--- src/rtl/id_ex_operand_stage.sv ---
// ID/EX pipeline register with M/W operand forwarding and load-use hazard detection.
// The E register captures Decode each edge unless a flush, hold or load-use stall intervenes.
module id_ex_operand_stage #(
  parameter int XLEN = 64,
  parameter int ZR   = 31
) (
  input  logic            clk,
  input  logic            reset,
  input  logic [XLEN-1:0] rd1_d,
  input  logic [XLEN-1:0] rd2_d,
  input  logic [XLEN-1:0] imm_d,
  input  logic [4:0]      ra1_d,
  input  logic [4:0]      ra2_d,
  input  logic [4:0]      wa3_d,
  input  logic            alu_src_d,
  input  logic [3:0]      alu_control_d,
  input  logic            reg_write_d,
  input  logic            mem_write_d,
  input  logic            mem_to_reg_d,
  input  logic            valid_d,
  input  logic            reg_write_m,
  input  logic [4:0]      wa3_m,
  input  logic [XLEN-1:0] alu_result_m,
  input  logic            reg_write_w,
  input  logic [4:0]      wa3_w,
  input  logic [XLEN-1:0] result_w,
  input  logic            hold_e,
  input  logic            flush_e,
  output logic [XLEN-1:0] src_a_e,
  output logic [XLEN-1:0] src_b_e,
  output logic [XLEN-1:0] write_data_e,
  output logic [3:0]      alu_control_e,
  output logic [4:0]      wa3_e,
  output logic            reg_write_e,
  output logic            mem_write_e,
  output logic            mem_to_reg_e,
  output logic            valid_e,
  output logic [1:0]      fwd_a_e,
  output logic [1:0]      fwd_b_e,
  output logic            stall_d
);

  localparam logic [4:0] ZR_IDX = 5'(ZR);

  logic [XLEN-1:0] rd1_e;
  logic [XLEN-1:0] rd2_e;
  logic [XLEN-1:0] imm_e;
  logic [4:0]      ra1_e;
  logic [4:0]      ra2_e;
  logic            alu_src_e;

  // Hold already freezes Decode, so the load-use request is suppressed while it is active.
  always_comb begin
    stall_d = 1'b0;
    if (!hold_e && valid_e && mem_to_reg_e && (wa3_e != ZR_IDX) &&
        ((ra1_d == wa3_e) || (ra2_d == wa3_e)))
      stall_d = 1'b1;
  end

  always_ff @(posedge clk or negedge reset) begin
    if (!reset) begin
      rd1_e         <= '0;
      rd2_e         <= '0;
      imm_e         <= '0;
      ra1_e         <= ZR_IDX;
      ra2_e         <= ZR_IDX;
      wa3_e         <= ZR_IDX;
      alu_src_e     <= 1'b0;
      alu_control_e <= 4'd0;
      reg_write_e   <= 1'b0;
      mem_write_e   <= 1'b0;
      mem_to_reg_e  <= 1'b0;
      valid_e       <= 1'b0;
    end else if (flush_e || (!hold_e && stall_d)) begin
      rd1_e         <= '0;
      rd2_e         <= '0;
      imm_e         <= '0;
      ra1_e         <= ZR_IDX;
      ra2_e         <= ZR_IDX;
      wa3_e         <= ZR_IDX;
      alu_src_e     <= 1'b0;
      alu_control_e <= 4'd0;
      reg_write_e   <= 1'b0;
      mem_write_e   <= 1'b0;
      mem_to_reg_e  <= 1'b0;
      valid_e       <= 1'b0;
    end else if (!hold_e) begin
      rd1_e         <= rd1_d;
      rd2_e         <= rd2_d;
      imm_e         <= imm_d;
      ra1_e         <= ra1_d;
      ra2_e         <= ra2_d;
      wa3_e         <= wa3_d;
      alu_src_e     <= alu_src_d;
      alu_control_e <= alu_control_d;
      reg_write_e   <= reg_write_d;
      mem_write_e   <= mem_write_d;
      mem_to_reg_e  <= mem_to_reg_d;
      valid_e       <= valid_d;
    end
  end

  // Memory stage is younger than Writeback, so its result takes priority.
  always_comb begin
    fwd_a_e = 2'b00;
    src_a_e = rd1_e;
    if (reg_write_m && (wa3_m != ZR_IDX) && (wa3_m == ra1_e)) begin
      fwd_a_e = 2'b10;
      src_a_e = alu_result_m;
    end else if (reg_write_w && (wa3_w != ZR_IDX) && (wa3_w == ra1_e)) begin
      fwd_a_e = 2'b01;
      src_a_e = result_w;
    end
  end

  always_comb begin
    fwd_b_e      = 2'b00;
    write_data_e = rd2_e;
    if (reg_write_m && (wa3_m != ZR_IDX) && (wa3_m == ra2_e)) begin
      fwd_b_e      = 2'b10;
      write_data_e = alu_result_m;
    end else if (reg_write_w && (wa3_w != ZR_IDX) && (wa3_w == ra2_e)) begin
      fwd_b_e      = 2'b01;
      write_data_e = result_w;
    end
  end

  assign src_b_e = alu_src_e ? imm_e : write_data_e;

endmodule

--- config.mk ---
export PLATFORM = sky130hd
export DESIGN_NAME = id_ex_operand_stage
export DESIGN_NICKNAME = d
export VERILOG_FILES = /design/src/rtl/id_ex_operand_stage.sv
export SDC_FILE = /design/constraint.sdc
export NUM_CORES = 1
export LEC_CHECK = 0
export CAP_MARGIN = 20
export CORE_AREA = 2 2 219 221
export CTS_CLUSTER_SIZE = 8
export DETAILED_ROUTE_END_ITERATION = 16
export DIE_AREA = 0 0 221 223
export HOLD_SLACK_MARGIN = 0.03
export PLACE_DENSITY = 0.67
export SETUP_SLACK_MARGIN = 0.2
export SLEW_MARGIN = 20
export SYNTH_ARGS = -nofsm -noshare
export SYNTH_HDL_FRONTEND = slang
export SYNTH_SLANG_ARGS = --single-unit
--- constraint.sdc ---
create_clock -name clk -period 1.9 [get_ports clk]
set_clock_uncertainty 0.1 [all_clocks]
set_input_delay 0.38 -clock clk [delete_from_list [all_inputs] [get_ports clk]]
set_output_delay 0.38 -clock clk [all_outputs]
set_load 0.01 [all_outputs]
==> results.toml, run 1 <==
[place]
placed_cells = 2577
portBuffers = 569
finalWeightedCongestion = 0.9440
dp_hpwl_um = 45750

[finish]
fin_cells = 2754
syn_to_final_growth_pct = 103.0
final_nets = 2475
register_area_um2 = 5428
fillers = 4025
drive_above_1_share = 0.4013
multi_input_area_um2 = 8200

[job]
drv_cap = 0

[setup_path]
cp.arrival_ns = 2.67
reg2reg_setup_slack_ns = -0.45
cpLargestDelayFamily = "buffers and inverters"
r2r_start = "wa3_e[4]"
crit_chain = "xor2_1, nor3_1, buf_4, nand3_4, inv_4, nor2_4, buf_12, buf_12, buf_16, a221oi_4, buf_2"
required_ns = 1.42
reg2reg_depth = 11
end_kind = "primary output"
reg2reg_to = "rd1_e[50]"
path_max_fanout = 8
worstSetupEndpoint = "src_b_e[43]"
path_depth = 11
critical_path_class = "flip-flop to primary output"
crit_path_max_incr_delay_ns = 0.55
critical_path_buf_inv_count = 6
crit_start = "ra2_e[4]"
startpoint_type = "flip-flop"
slowest_stage = "dfstp_2"
crit_top_cell = "buf_12"

[clocking]
clk_latency_ns = 0.58
cts_buffers = 31
cts.sinks = 216
cts_max_path_buffers = 3
cts.clk_slew.worst_paths_ns = 0.05
cts_tree = "built"
h-tree-depth = 1
cts-root-buf = "clkbuf_16"

[sta]
worst_slew_pin_slew_ns = 0.5711
relSlewSlack = 0.6193
final-max-slew-violation-count = 0
setup_viol = 415
layout_worst_path_cycle_share = 1.660
layout_setup_ws_ns = -1.254
min_period_ns = 3.154
grt_setup_unrepaired = "yes"
finalHoldViolations = 0
fmax_mhz = 317.0
fin_tns_setup_ns = -270.70
holdWs_ns = 0.2657

[global_route]
track_usage = 0.2622
grt_max_degree = 61
first_global_vias = 15450
antenna_found_initial = 12
globalRouteOverflowTotal = 0
grt_pass1_wl_um = 98810

[floorplanning]
core_um2 = 47150
die_area_um2 = 49280
die_w_um = 221
rows = 80
dieHeight_um = 223
io_pins = 570
start_util = 0.2618

[pwr]
sequentialPowerShare = 0.354
switching_power_mw = 4.196
powerDensity_nw_per_um2 = 573.2
max-vdd-ir-drop_mv = 0.5416
leakagePower_nw = 10.47
power.internal_mw = 10.16
p_sw_frac = 0.2922
p_clk_frac = 0.357
power_mw = 14.36
pwr-share-comb = 0.289

[detailed_routing]
drt_wl_total_um = 69090
drt_iter0_drc = 1020
via_count = 14980
drc = 0
post_drt_wl_per_cell_um = 25.09
dr.pass1.iters = 5
via_per_inst = 5.438
postRouteAntennaNets = 0

[synth]
synth.top_cell.area_share = 0.4076
synthTopCellsByCount = "201 x dfrtp_1, 136 x a32o_1, 133 x nand2_1"
synth_area_leaders = "dfrtp_1 41%, a32o_1 11%, mux2i_1 10%"
synth.distinct_cells = 32
synth_top_cell_by_area = "dfrtp_1"
syn_inst = 1308
syn-cell-area_um2 = 12340
synth_edf_count = 0
syn-num-nets = 1668
synth-seq-cells = 216
async_flop_share = 1.000
synthFlopType = "dfrtp_1"
synth_most_common_cell = "dfrtp_1"
avgSynthCellArea_um2 = 9.435
ys_seq_area_frac = 0.4395
yosysWarnings = 0

[status]
violations = "setup timing"
outcome = "complete, but fails checks"

[min_path]
min_path_type = "primary input to asynchronous set/reset pin"
==> worst reg2reg max path, stage by stage (launching register included) <==
cell     delay, ns
dfstp_2       0.60
xnor2_2       0.14
nand3_2       0.11
nor3_4        0.19
o21ai_4       0.11
buf_6         0.12
buf_8         0.13
buf_12        0.15
buf_8         0.14
buf_4         0.13
buf_8         0.12
a32o_1        0.21
==> logic make-up (layout without fill, tap and decap cells) <==
group | Yosys count | after routing | share of synthesized area
AO/OA/AOI/OAI | 412 | 412 | 0.2492
XOR/XNOR | 30 | 30 | 0.02129
buffers and inverters | 208 | 1028 | 0.07807
flip-flops | 216 | 216 | 0.4395
multiplexers | 128 | 128 | 0.1038
other | 0 | 11 | 0
AND/OR/NAND/NOR | 314 | 314 | 0.1081
==> through the flow <==
step                  util  setup WS (ns)  area (um^2)
floorplan                -        -0.2305        13660
global placement    0.4558         -1.462        21490
detailed placement  0.4558         -1.491        21490
CTS                 0.5123         -1.281        24150
global route        0.5314         -1.382        25050
finish              0.5314         -1.254        25050
==> state kept, by name, indices dropped and copies added (netlist names), 4 cells and up <==
| name | count |
|---|---|
| ra1_e | 5 |
| rd1_e | 64 |
| imm_e | 64 |
| alu_control_e | 4 |
| wa3_e | 5 |
| ra2_e | 5 |
| rd2_e | 64 |
==> layer usage <==
layer	share of wire	vias up	GRT usage	wire length (um)
met5	0.00019	-	0	13
met4	0.054	2	0.1379	3750
met3	0.077	215	0.06111	5310
met2	0.47	798	0.4270	32560
met1	0.40	7407	0.3235	27460
li1	-	6553	-	-
==> area by class of cell <==
class	instances	share of cell area
timing repair buffer	916	0.3796
multi-input combinational	884	0.3273
sequential	216	0.2166
clock buffer	46	0.03441
tap	615	0.03071
inverter	66	0.01019
antenna	11	0.001099
==> layout by cell type, fill, tap and decap left out, types with 15 or more instances in the layout <==
cell,instances
a21oi_1,17
mux2i_1,49
buf_4,156
nor3_1,72
a21oi_2,60
mux2i_4,64
nor2_1,80
clkdlybuf4s50_1,363
mux2i_2,15
buf_16,36
buf_2,176
o21ai_1,55
buf_12,68
a221oi_4,42
o22ai_1,61
a221oi_2,22
clkbuf_16,38
dfrtp_1,200
nand2_1,129
dfstp_2,15
buf_6,90
inv_1,64
buf_8,18
a32o_1,136
==> worst min path at each step <==
| stage | from | end | slack, ns | depth (start not counted) |
|---|---|---|---|---|
| global route | imm_d[46] | imm_e[46] | 0.27 | 3 |
| global placement | reset | rd1_e[13] | 0.28 | 1 |
| floorplan | reset | alu_control_e[0] | -0.02 | 0 |
| finish | reset | rd1_e[16] | 0.27 | 2 |
| detailed placement | reset | rd1_e[13] | 0.28 | 1 |
| CTS | imm_d[46] | imm_e[46] | 0.25 | 3 |
==> power by group through the flow <==
stage | Combinational (mW) | Sequential (mW) | Clock [mW]
floorplan | 1.56 | 5.07 | 0
global placement | 3.92 | 5.11 | 0
detailed placement | 3.96 | 5.12 | 0
CTS | 4.00 | 5.07 | 5.17
global route | 4.37 | 5.11 | 5.40
finish | 4.15 | 5.09 | 5.13
==> what timing repair did <==
action                                  in CTS  in global routing
resized for setup                         1048                169
endpoints found under the hold margin       32                  0
pin swaps                                   85                 80
buffers inserted                            60                 21
hold buffers                                 1                  0
gates cloned                                31                  7
endpoints found under the setup margin     421                425
No activity file was read; power rests on OpenSTA's default activity.
==> run 2, diff against run 1 <==
TNS_END_PERCENT = 30   (was default)
==> run 2 against run 1 <==
  * The run still ends with setup timing left
  * First-iteration DRC count rose by 6.1%
  * Cell count down 0.98%
  * Register-to-register slack gained 0.18 ns
  * Sequential share of layout area increased by 1.1 points
  * Global-route usage down 1.7 points
  * Non-clock buffer count shrank 26
  * Critical endpoint is now src_a_e[40]
  * Largest cell class unchanged
  * Highest routed layer is now met4
==> results.toml, run 2 (same netlist as run 1, synthesis figures left out) <==
[detailed_routing]
highest_layer = "met4"
postRouteAntennaNets = 0
via_count = 14690
drt_wl_total_um = 66190
drt_iter0_drc = 1082
via_per_inst = 5.386
wl_met3_um = 4671
met1_length_um = 25970
post_drt_wl_per_cell_um = 24.27
drc = 0
wl_met2_um = 32220
dr.pass1.iters = 5

[floorplanning]
dieHeight_um = 223
start_util = 0.2618
die_w_um = 221
core_um2 = 47150
io_pins = 570
rows = 80
die_area_um2 = 49280

[finish]
syn_to_final_growth_pct = 93.45
reg.largest.list = "imm_e: 64 flops, rd1_e: 64 flops, rd2_e: 64 flops"
final_cell_mix = "371 x clkdlybuf4s50_1, 217 x buf_4, 200 x dfrtp_1"
fin_area_um2 = 23870
fillers = 4129
multi_input_area_um2 = 7990
final_common_cell = "clkdlybuf4s50_1"
register_area_um2 = 5428
drive_above_1_share = 0.3641
final_nets = 2449
utilization = 0.5064
fin_cells = 2727

[place]
portBuffers = 569
finalWeightedCongestion = 0.9666
dp_hpwl_um = 45990
placed_cells = 2597
placedInstanceArea_um2 = 21390

[sta]
layout_worst_path_cycle_share = 1.706
final-max-slew-violation-count = 0
holdWs_ns = 0.2446
relSlewSlack = 0.6696
min_period_ns = 3.242
fmax_mhz = 308.5
worst_slew_pin_slew_ns = 0.4956
grt_setup_unrepaired = "yes"
finalHoldViolations = 0
layout_setup_ws_ns = -1.342
setup_viol = 420

[setup_path]
critical_path_class = "flip-flop to primary output"
reg2reg_depth = 8
startpoint_type = "flip-flop"
end_kind = "primary output"
cp.arrival_ns = 2.76
required_ns = 1.42
crit_start = "ra1_e[2]"
reg2reg_to = "rd2_e[16]"
path_max_fanout = 8
r2r_start = "wa3_e[4]"
worstSetupEndpoint = "src_a_e[40]"
reg2reg_setup_slack_ns = -0.27

[clocking]
cts.sinks = 216
cts_max_path_buffers = 3
cts-root-buf = "clkbuf_16"
clk_latency_ns = 0.57
cts_tree = "built"
cts_buffers = 31
h-tree-depth = 1
cts.clk_slew.worst_paths_ns = 0.05

[pwr]
leakagePower_nw = 9.969
power_mw = 14.31
max-vdd-ir-drop_mv = 0.5621
powerDensity_nw_per_um2 = 599.5

[status]
violations = "setup timing"
outcome = "complete, but fails checks"

[job]
drv_cap = 0

[global_route]
grt_max_degree = 60
antenna_found_initial = 11
grt_pass1_wl_um = 93380
first_global_vias = 14980
globalRouteOverflowTotal = 0
track_usage = 0.2455

[min_path]
min_path_type = "primary input to asynchronous set/reset pin"
==> run 2: cell count changes in the layout (fill, tap and decap cells not counted), moves of 10 or more <==
cell / before / now
clkdlybuf4s15_2: 0 / 11
buf_4: 156 / 217
a21oi_1: 17 / 47
dlygate4sd2_1: 0 / 19
clkbuf_2: 1 / 20
buf_2: 176 / 141
buf_8: 18 / 8
buf_12: 68 / 54
a21oi_2: 60 / 31
buf_6: 90 / 24
buf_16: 36 / 12
==> run 2: report_power, final <==
part / internal, mW / switching, mW / leakage, nW
registers: 4.88 / 0.208 / 2.83
clock network: 3.10 / 2.10 / 0.418
logic: 2.17 / 1.85 / 6.72
==> run 2: what timing repair did <==
action	CTS	global route
pin swaps	38	18
setup endpoints to repair	426	426
buffers inserted	19	36
hold buffers	1	0
hold endpoints to repair	92	0
gates cloned	8	10
gates resized for setup	737	238
==> run 2: worst min-delay path by stage <==
stage | startpoint | endpoint | slack (ns) | cells after the start
after floorplan | reset | alu_control_e[0] | -0.02 | 0
after global placement | reset | rd1_e[47] | 0.23 | 1
after detailed placement | reset | rd1_e[47] | 0.24 | 1
after CTS | reset | rd2_e[38] | 0.25 | 2
after global routing | reset | rd2_e[38] | 0.27 | 2
final | reset | imm_e[48] | 0.24 | 2
==> run 2: critical path, cell delays in order (launching register included) <==
cell	delay [ns]
dfstp_2	0.57
xor2_1	0.08
nor3_1	0.18
and4_4	0.31
buf_6	0.12
buf_12	0.12
buf_16	0.15
mux2i_1	0.25
o21ai_1	0.08
dlygate4sd2_1	0.29
==> run 2: layer usage <==
metal / vias to the layer above / global-route usage
met5: - / 0
met4: 0 / 0.1100
met1: 7231 / 0.2959
met3: 189 / 0.05584
met2: 772 / 0.4180
li1: 6496 / -
==> run 2: final cells by class <==
cell class | instances | area share
Antenna cell | 11 | 0.001153
Tap cell | 615 | 0.03223
Clock buffer | 44 | 0.03496
Timing Repair Buffer | 890 | 0.3579
Inverter | 66 | 0.01048
Multi-Input combinational cell | 884 | 0.3347
Sequential cell | 216 | 0.2274
Clock inverter | 1 | 0.001258
==> run 2: stage by stage <==
| step | setup TNS, ns | setup slack, ns |
|---|---|---|
| floorplan | -37.87 | -0.2305 |
| global placement | -357.10 | -1.546 |
| detailed placement | -368.02 | -1.555 |
| CTS | -274.90 | -1.385 |
| global route | -300.82 | -1.424 |
| finish | -261.36 | -1.342 |
==> run 3, diff against run 2 <==
--- a/config.mk
+++ b/config.mk
@@ -12,6 +12,6 @@
 export DIE_AREA = 0 0 221 223
 export HOLD_SLACK_MARGIN = 0.03
-export PLACE_DENSITY = 0.67
-export SETUP_SLACK_MARGIN = 0.2
+export PLACE_DENSITY = 0.54
+export SETUP_SLACK_MARGIN = 0.05
 export SLEW_MARGIN = 20
 export SYNTH_ARGS = -nofsm -noshare
==> constraint.sdc (replaced) <==
create_clock -name clk -period 1.9 [get_ports clk]
set_clock_uncertainty 0.1 [all_clocks]
set_input_delay 0.57 -clock clk [delete_from_list [all_inputs] [get_ports clk]]
set_output_delay 0.57 -clock clk [all_outputs]
set_load 0.01 [all_outputs]
==> run 3 against run 2 <==
  * Count of clock-buffer cells in the layout rose by 2
  * Combinational power up 9.0%
  * Cell count increased by 2.4%
  * Critical path depth grew 2
  * The flow still finishes with violations (setup timing)
  * Largest cell class unchanged
  * Highest routed layer is now met5
==> results.toml, run 3 (same netlist as run 1, synthesis figures left out) <==
[finish]
fin_area_um2 = 25590
utilization = 0.5427
final_nets = 2511
syn_to_final_growth_pct = 107.3
final_common_cell = "clkdlybuf4s50_1"
reg.largest.list = "imm_e: 64 flops, rd1_e: 64 flops, rd2_e: 64 flops"
drive_above_1_share = 0.4436
final_cell_mix = "362 x clkdlybuf4s50_1, 234 x buf_4, 200 x dfrtp_1"

[setup_path]
crit_chain = "buf_4, xor2_1, nor3_1, buf_4, nand3_4, buf_6, buf_12, nor3_1, buf_4, a221oi_4, buf_2"
reg2reg_depth = 8
reg2reg_to = "rd1_e[26]"
cp.arrival_ns = 2.67
reg2reg_setup_slack_ns = -0.28
crit_path_max_incr_delay_ns = 0.57
startpoint_type = "flip-flop"
slowest_stage = "dfstp_2"
critical_path_buf_inv_count = 6
critical_path_class = "flip-flop to primary output"
r2r_start = "wa3_e[4]"
crit_top_cell = "buf_4"
cpLargestDelayFamily = "buffers and inverters"
required_ns = 1.23
path_max_fanout = 22
end_kind = "primary output"

[job]
drv_cap = 0

[clocking]
cts_max_path_buffers = 3
cts.clk_slew.worst_paths_ns = 0.05
cts_tree = "built"
clk_latency_ns = 0.53
cts-root-buf = "clkbuf_16"
cts_buffers = 34
cts.sinks = 216
h-tree-depth = 2

[floorplanning]
die_area_um2 = 49280
core_um2 = 47150
rows = 80
start_util = 0.2618
dieHeight_um = 223
io_pins = 570
die_w_um = 221

[place]
portBuffers = 569
dp_hpwl_um = 47830
finalWeightedCongestion = 0.9471
placedInstanceArea_um2 = 22030
pre_cts_slack_ns = -2.063

[detailed_routing]
drt_wl_total_um = 70030
via_per_inst = 5.357
dr.pass1.iters = 5
drt_iter0_drc = 1100
drc = 0
post_drt_wl_per_cell_um = 25.07
postRouteAntennaNets = 0
via_count = 14960

[global_route]
globalRouteOverflowTotal = 0
antenna_found_initial = 15
busiest_layer = "met2"
grt_pass1_wl_um = 97230
grt_max_degree = 53
grtUsageMet2 = 0.4346
track_usage = 0.2583
grt_use_met3 = 0.05900
first_global_vias = 14990
use_met1 = 0.3265

[sta]
grt_setup_unrepaired = "yes"
min_period_ns = 3.340
finalHoldViolations = 0
layout_setup_ws_ns = -1.440
fmax_mhz = 299.4
setup_viol = 426
holdWs_ns = 0.3831
relSlewSlack = 0.6816
layout_worst_path_cycle_share = 1.758
final-max-slew-violation-count = 0
worst_slew_pin_slew_ns = 0.4644
fin_tns_setup_ns = -307.76

[status]
violations = "setup timing"
outcome = "complete, but fails checks"

[pwr]
powerDensity_nw_per_um2 = 602.7
leakagePower_nw = 10.75
max-vdd-ir-drop_mv = 0.5614

[min_path]
min_path_type = "primary input to asynchronous set/reset pin"
run 3: cell type report:
cell class / instances / area (um^2)
clock buffer: 46 / 959.7
multi-input combinational: 884 / 8813
sequential: 216 / 5428
timing repair buffer: 949 / 9265
tap: 615 / 769.5
antenna: 14 / 35.03
clock inverter: 3 / 65.06
fill: 4153 / 21560
inverter: 66 / 250.2
run 3: per-stage QoR:
step	std cells	power [mW]
CTS	2721	15.27
global route	2793	16.01
floorplan	1308	6.638
detailed placement	2637	9.246
global placement	2637	9.215
finish	2793	15.42
run 3: repair_timing:
item / in CTS / in global routing
endpoints found under the hold margin: 20 / 0
hold buffers: 1 / 0
pin swaps: 44 / 62
setup buffers: 22 / 49
gates cloned: 12 / 14
endpoints found under the setup margin: 426 / 426
resized for setup: 897 / 400
run 3: worst max path at each step:
stage               startpoint     endpoint  slack [ns]  depth (start not counted)
global placement      wa3_w[3]   src_b_e[2]       -2.08                          8
CTS                   ra2_e[1]  src_b_e[12]       -1.49                         10
global route          ra2_e[1]  src_b_e[36]       -1.53                         11
detailed placement    wa3_w[3]   src_b_e[2]       -2.06                          8
finish                ra2_e[1]  src_b_e[36]       -1.44                         11
floorplan             wa3_w[3]  src_b_e[54]       -0.54                          7
run 3: per-layer routing:
| metal | vias to the layer above | share of wire |
|---|---|---|
| met5 | - | 0.00041 |
| met4 | 4 | 0.035 |
| met3 | 157 | 0.069 |
| met2 | 667 | 0.49 |
| met1 | 7510 | 0.41 |
| li1 | 6623 | - |
run 3: power by group:
group / internal, mW / total (mW) / switching (mW)
Clock: 3.74 / 5.94 / 2.20
Combinational: 2.38 / 4.38 / 2.00
Sequential: 4.88 / 5.09 / 0.211
Total: 11.0 / 15.4 / 4.41
